`config.mk`:
```
export PLATFORM = sky130hd
export DESIGN_NAME = key_event_decoder
export DESIGN_NICKNAME = d
export VERILOG_FILES = /design/src/rtl/key_event_pkg.sv /design/src/rtl/key_event_decoder.sv
export SDC_FILE = /design/constraint.sdc
export NUM_CORES = 1
export LEC_CHECK = 0
export ABC_AREA = 1
export CORE_AREA = 5 5 75 77
export DETAILED_ROUTE_END_ITERATION = 8
export DIE_AREA = 0 0 80 82
export HOLD_SLACK_MARGIN = 0.08
export PLACE_DENSITY = 0.75
export SKIP_CTS_REPAIR_TIMING = 1
export SLEW_MARGIN = 10
export SYNTH_ARGS = -nofsm -noshare
export SYNTH_HDL_FRONTEND = slang
export SYNTH_SLANG_ARGS = --single-unit
```
`constraint.sdc`:
```
create_clock -name sys_clk -period 2.7 [get_ports sys_clk]
set_input_delay 0.54 -clock sys_clk [delete_from_list [all_inputs] [get_ports sys_clk]]
set_output_delay 0.54 -clock sys_clk [all_outputs]
set_load 0.02 [all_outputs]
```
`src/rtl/key_event_pkg.sv`:
```
// Shared types and default timing constants for the key event decoder.
package key_event_pkg;

  localparam int unsigned CNT_W          = 32;
  localparam int unsigned LONG_CNT_DEF   = 50_000_000;
  localparam int unsigned DBL_CNT_DEF    = 15_000_000;
  localparam int unsigned REPEAT_CNT_DEF = 10_000_000;

  typedef enum logic [2:0] {
    IDLE   = 3'd0,
    PRESS1 = 3'd1,
    WAIT2  = 3'd2,
    PRESS2 = 3'd3,
    HOLD   = 3'd4
  } key_state_e;

  // Counter increment that sticks at all-ones instead of wrapping.
  function automatic logic [CNT_W-1:0] sat_inc(input logic [CNT_W-1:0] v);
    return (v == '1) ? v : v + CNT_W'(1);
  endfunction

endpackage

```
`src/rtl/key_event_decoder.sv`:
```
// Classifies debounced key strobes into click / double-click / long-press pulses.
// Optional auto-repeat while held is enabled by defining KEY_REPEAT_EN.
module key_event_decoder
  import key_event_pkg::*;
#(
  parameter int unsigned LONG_CNT   = LONG_CNT_DEF,
  parameter int unsigned DBL_CNT    = DBL_CNT_DEF,
  parameter int unsigned REPEAT_CNT = REPEAT_CNT_DEF
) (
  input  logic sys_clk,
  input  logic sys_rst,
  input  logic key_flag,
  input  logic key_value,
  output logic click_pulse,
  output logic dbl_pulse,
  output logic long_pulse,
  output logic repeat_pulse
);

  localparam logic [CNT_W-1:0] LONG_LAST = CNT_W'(LONG_CNT - 1);
  localparam logic [CNT_W-1:0] DBL_LAST  = CNT_W'(DBL_CNT - 1);

  if (LONG_CNT < 2 || DBL_CNT < 2 || REPEAT_CNT < 2) begin : g_param_check
    $error("key_event_decoder: LONG_CNT, DBL_CNT and REPEAT_CNT must be >= 2");
  end

  key_state_e       r_state;
  key_state_e       w_state_nxt;
  logic [CNT_W-1:0] r_cnt;
  logic [CNT_W-1:0] w_cnt_nxt;
  logic             r_click;
  logic             r_dbl;
  logic             r_long;
  logic             w_click_nxt;
  logic             w_dbl_nxt;
  logic             w_long_nxt;
  logic             w_press;
  logic             w_release;

`ifdef KEY_REPEAT_EN
  localparam logic [CNT_W-1:0] REP_LAST = CNT_W'(REPEAT_CNT - 1);
  logic r_repeat;
  logic w_repeat_nxt;
`endif

  assign w_press   = key_flag & ~key_value;
  assign w_release = key_flag &  key_value;

  // State, shared counter and registered pulse outputs.
  always_ff @(posedge sys_clk or posedge sys_rst) begin
    if (sys_rst) begin
      r_state  <= IDLE;
      r_cnt    <= '0;
      r_click  <= 1'b0;
      r_dbl    <= 1'b0;
      r_long   <= 1'b0;
`ifdef KEY_REPEAT_EN
      r_repeat <= 1'b0;
`endif
    end else begin
      r_state  <= w_state_nxt;
      r_cnt    <= w_cnt_nxt;
      r_click  <= w_click_nxt;
      r_dbl    <= w_dbl_nxt;
      r_long   <= w_long_nxt;
`ifdef KEY_REPEAT_EN
      r_repeat <= w_repeat_nxt;
`endif
    end
  end

  // Next-state, next-counter and next-pulse decode.
  always_comb begin
    w_state_nxt  = r_state;
    w_cnt_nxt    = r_cnt;
    w_click_nxt  = 1'b0;
    w_dbl_nxt    = 1'b0;
    w_long_nxt   = 1'b0;
`ifdef KEY_REPEAT_EN
    w_repeat_nxt = 1'b0;
`endif

    unique case (r_state)
      IDLE: begin
        if (w_press) begin
          w_state_nxt = PRESS1;
          w_cnt_nxt   = '0;
        end
      end

      PRESS1: begin
        // Long threshold beats a simultaneous release; that release ends the hold.
        if (r_cnt == LONG_LAST) begin
          w_long_nxt  = 1'b1;
          w_cnt_nxt   = '0;
          w_state_nxt = w_release ? IDLE : HOLD;
        end else if (w_release) begin
          w_state_nxt = WAIT2;
          w_cnt_nxt   = '0;
        end else begin
          w_cnt_nxt   = sat_inc(r_cnt);
        end
      end

      WAIT2: begin
        // A press on the final gap cycle still forms a double click.
        if (w_press) begin
          w_state_nxt = PRESS2;
          w_cnt_nxt   = '0;
        end else if (r_cnt == DBL_LAST) begin
          w_click_nxt = 1'b1;
          w_state_nxt = IDLE;
          w_cnt_nxt   = '0;
        end else begin
          w_cnt_nxt   = sat_inc(r_cnt);
        end
      end

      PRESS2: begin
        if (w_release) begin
          w_dbl_nxt   = 1'b1;
          w_state_nxt = IDLE;
          w_cnt_nxt   = '0;
        end else begin
          w_cnt_nxt   = sat_inc(r_cnt);
        end
      end

      HOLD: begin
`ifdef KEY_REPEAT_EN
        if (r_cnt == REP_LAST) begin
          w_repeat_nxt = 1'b1;
          w_cnt_nxt    = '0;
        end else begin
          w_cnt_nxt    = sat_inc(r_cnt);
        end
`endif
        if (w_release) begin
          w_state_nxt = IDLE;
          w_cnt_nxt   = '0;
        end
      end

      default: begin
        w_state_nxt = IDLE;
        w_cnt_nxt   = '0;
      end
    endcase
  end

  assign click_pulse = r_click;
  assign dbl_pulse   = r_dbl;
  assign long_pulse  = r_long;
`ifdef KEY_REPEAT_EN
  assign repeat_pulse = r_repeat;
`else
  assign repeat_pulse = 1'b0;
`endif

endmodule

```
==> flow_metrics.tcl <==
set metrics [dict create \
    clkLatencyLatePin_ns 0.30 \
    fin_crit_ns 2.101 \
    ys_ff_latch 38 \
    hold_viol 0 \
    p_leak_nw 1.238 \
    switchingPower_mw 0.6232 \
    track_usage 0.2491 \
    cts.sinks 38 \
    timing.slew.headroom 0.6336 \
    cts_buffers 5 \
    dpl_cell_area_um2 2897 \
    cellPowerDensity_nw_per_um2 529.3 \
    clock_skew_ns 0.005809 \
    max_freq_mhz 476.0 \
    initial_core_util 0.5648 \
    clockBufferDepth 2 \
    end_kind "flop" \
    drive_gt1_frac 0.08738 \
    hold_start "r_state[2]$_DFFE_PP0P_" \
    cts_root_buf "clkbuf_8" \
    stdcell_area_um2 2988 \
    grt_pass1_wl_um 12480 \
    hold_path_end "dbl_pulse$_DFF_PP0_" \
    hold_depth 1 \
    crit_type "in2reg" \
    setup_slack_ns 0.5993 \
    crit_required_ns 2.89 \
    period_share 0.7780 \
    pwr-share-clk 0.257 \
    vias_per_cell 5.701 \
    r2r.worst_path.cells 10 \
    hp-class "reg2reg" \
    first_iter_violations 238 \
    syn_area_um2 2793 \
    die_height_um 82 \
    p_sw_frac 0.3940 \
    clk_pin_slew_ns 0.08 \
    status "finished, final reports clean" \
    area_growth_pct 6.989 \
    reg2reg_from "r_cnt[0]$_DFFE_PP0P_" \
    htreeDepth 2 \
    dp_hpwl_um 5570 \
    path_cells "clkdlybuf4s50_1 -> inv_1 -> nor2_1 -> o21ai_4 -> inv_2 -> nand2_1 -> nor2_1 -> nand3_1 -> nand2_1 -> nor2_1" \
    ff2ff_setup_slack_ns 0.63 \
    fill_cells 486 \
    grt_pass1_vias 2588 \
    layout_common_cells "nand2_1 (103), nor2_1 (65), inv_1 (42)" \
    diodes 0 \
    nNetsFinal 416 \
    wl_per_cell_um 15.10 \
    io-pin-count 8 \
    cp_common_cell "nor2_1" \
    finalMaxSlewViolations 0 \
    intPower_mw 0.9584 \
    grt_max_degree 39 \
    port_buffers 6 \
    syn_area_per_cell_um2 6.930 \
    yosysSeqAreaShare 0.3405 \
    cpMaxStageDelayCell "clkdlybuf4s50_1" \
    wirelength_um 7277 \
    synth_cell_types 37 \
    syn_nets 408 \
    p_seq_frac 0.410 \
    worstMarginPinSlew_ns 0.5445 \
    rows 26 \
    cpPeakStageDelay_ns 0.48 \
    crit_path_start_kind "input pin" \
    max_cap_viol_count 0 \
    ant_nets 0 \
    drc_errors 0 \
    r2r_end "r_cnt[17]$_DFFE_PP0P_" \
    core_area_um2 4945 \
    arrival_ns 2.29 \
    vias 2748 \
    yosysWarningCount 0 \
    final_common_cell "nand2_1" \
    critPathMaxFanout 19 \
    rsz0062_at_grt "false" \
    antenna_found_initial 0 \
    grt_overflow 0 \
    dieArea_um2 6560 \
    first_pass_iters 5 \
    cts_tree "yes" \
    place.gp.congestion 0.9644 \
    tns_ns 0 \
    synth_cells 403 \
    place_ws_ns 0.3088 \
    setup_viol 0 \
    hold_ws_ns 0.5367 \
    peakVddDrop_mv 0.3506 \
    die_x_um 80 \
    p_comb_frac 0.334 \
]
## worst max path at each step
stage,from,to,slack [ns],cells past startpoint
after floorplan,r_cnt[0]$_DFFE_PP0P_,r_cnt[21]$_DFFE_PP0P_,1.04,11
after global routing,r_cnt[0]$_DFFE_PP0P_,r_state[0]$_DFFE_PP0P_,0.45,11
after global placement,key_flag,r_cnt[2]$_DFFE_PP0P_,0.39,9
after CTS,r_cnt[0]$_DFFE_PP0P_,r_cnt[17]$_DFFE_PP0P_,0.61,10
after detailed placement,key_flag,r_cnt[2]$_DFFE_PP0P_,0.31,9
final,key_flag,r_cnt[29]$_DFFE_PP0P_,0.60,10
## synth_stat cells
| master | number | area [µm²] |
|---|---|---|
| clkinv_1 | 1 | 3.750 |
| and3_1 | 1 | 6.260 |
| a21boi_4 | 1 | 18.77 |
| nand3b_1 | 1 | 7.510 |
| a21boi_1 | 1 | 7.510 |
| buf_4 | 1 | 7.510 |
| nor3_2 | 1 | 10.01 |
| o21ai_1 | 2 | 10.01 |
| buf_2 | 2 | 10.01 |
| nor2_8 | 1 | 20.02 |
| inv_2 | 2 | 7.510 |
| a21oi_1 | 2 | 10.01 |
| nor3_1 | 12 | 60.06 |
| nor2_4 | 7 | 78.83 |
| buf_6 | 4 | 45.04 |
| clkbuf_1 | 1 | 3.750 |
| dfrtp_1 | 38 | 950.9 |
| a21boi_0 | 2 | 15.01 |
| nor3b_1 | 4 | 30.03 |
| o21ai_0 | 11 | 55.05 |
| o31ai_1 | 1 | 7.510 |
| nor4_1 | 7 | 43.79 |
| nor2_1 | 65 | 244.0 |
| nand2_2 | 5 | 31.28 |
| nand2_1 | 103 | 386.6 |
| nand3_1 | 37 | 185.2 |
| inv_1 | 42 | 157.7 |
| nand3_4 | 2 | 35.03 |
| o211ai_1 | 1 | 7.510 |
| xnor2_1 | 1 | 8.760 |
| conb_1 | 1 | 3.750 |
| xor2_1 | 14 | 122.6 |
| nor2_2 | 5 | 31.28 |
| nand3_2 | 1 | 10.01 |
| ha_1 | 1 | 12.51 |
| nand4_1 | 21 | 131.4 |
| o21ai_4 | 1 | 16.27 |
## power by group through the flow
stage | Combinational, mW | Clock (mW) | Sequential [mW]
6_report | 0.527 | 0.406 | 0.648
5_1_grt | 0.595 | 0.448 | 0.653
4_1_cts | 0.535 | 0.417 | 0.647
3_5_place_dp | 0.534 | 0 | 0.657
3_3_place_gp | 0.527 | 0 | 0.657
2_1_floorplan | 0.440 | 0 | 0.651
## through the flow
stage          power (mW)    util  cells
6_report            1.582  0.6043    482
3_5_place_dp        1.191  0.5858    474
4_1_cts             1.599  0.6043    482
5_1_grt             1.696  0.6043    482
3_3_place_gp        1.184  0.5858    474
2_1_floorplan       1.091       -    403
## final cells by class
type                    count  area, µm²  share of cell area
multi-input cells         312       1607              0.5377
flip-flops and latches     38      950.9              0.3183
inverters                  45      168.9             0.05653
well taps                  70      87.58             0.02931
clock buffers               7      86.33             0.02889
repair buffers              9      82.58             0.02764
clock inverters             1      5.005            0.001675
## flip-flops by register name (all words and copies together), names as in the netlist
name	flops
r_cnt	32
r_state	3
click_pulse	1
dbl_pulse	1
long_pulse	1
## routing by layer
layer | track usage | share of wire
met1 | 0.3418 | 0.45
met4 | 0.08108 | 0.017
met2 | 0.4031 | 0.46
met3 | 0.03838 | 0.078
met5 | 0 | 0
## cell families after synthesis
group | synth area share
flops | 0.3405
other cells | 0.001343
compound gates | 0.05287
fa+ha+maj | 0.004480
buf+inv | 0.08423
xor+xnor | 0.04704
simple gates | 0.4695
## critical path: cells and delay by family
kind / cells / cell delay, ns
compound gates: 1 / 0.13
buf+inv: 3 / 0.84
simple gates: 6 / 0.79
Power figures use the tool's default switching activity.
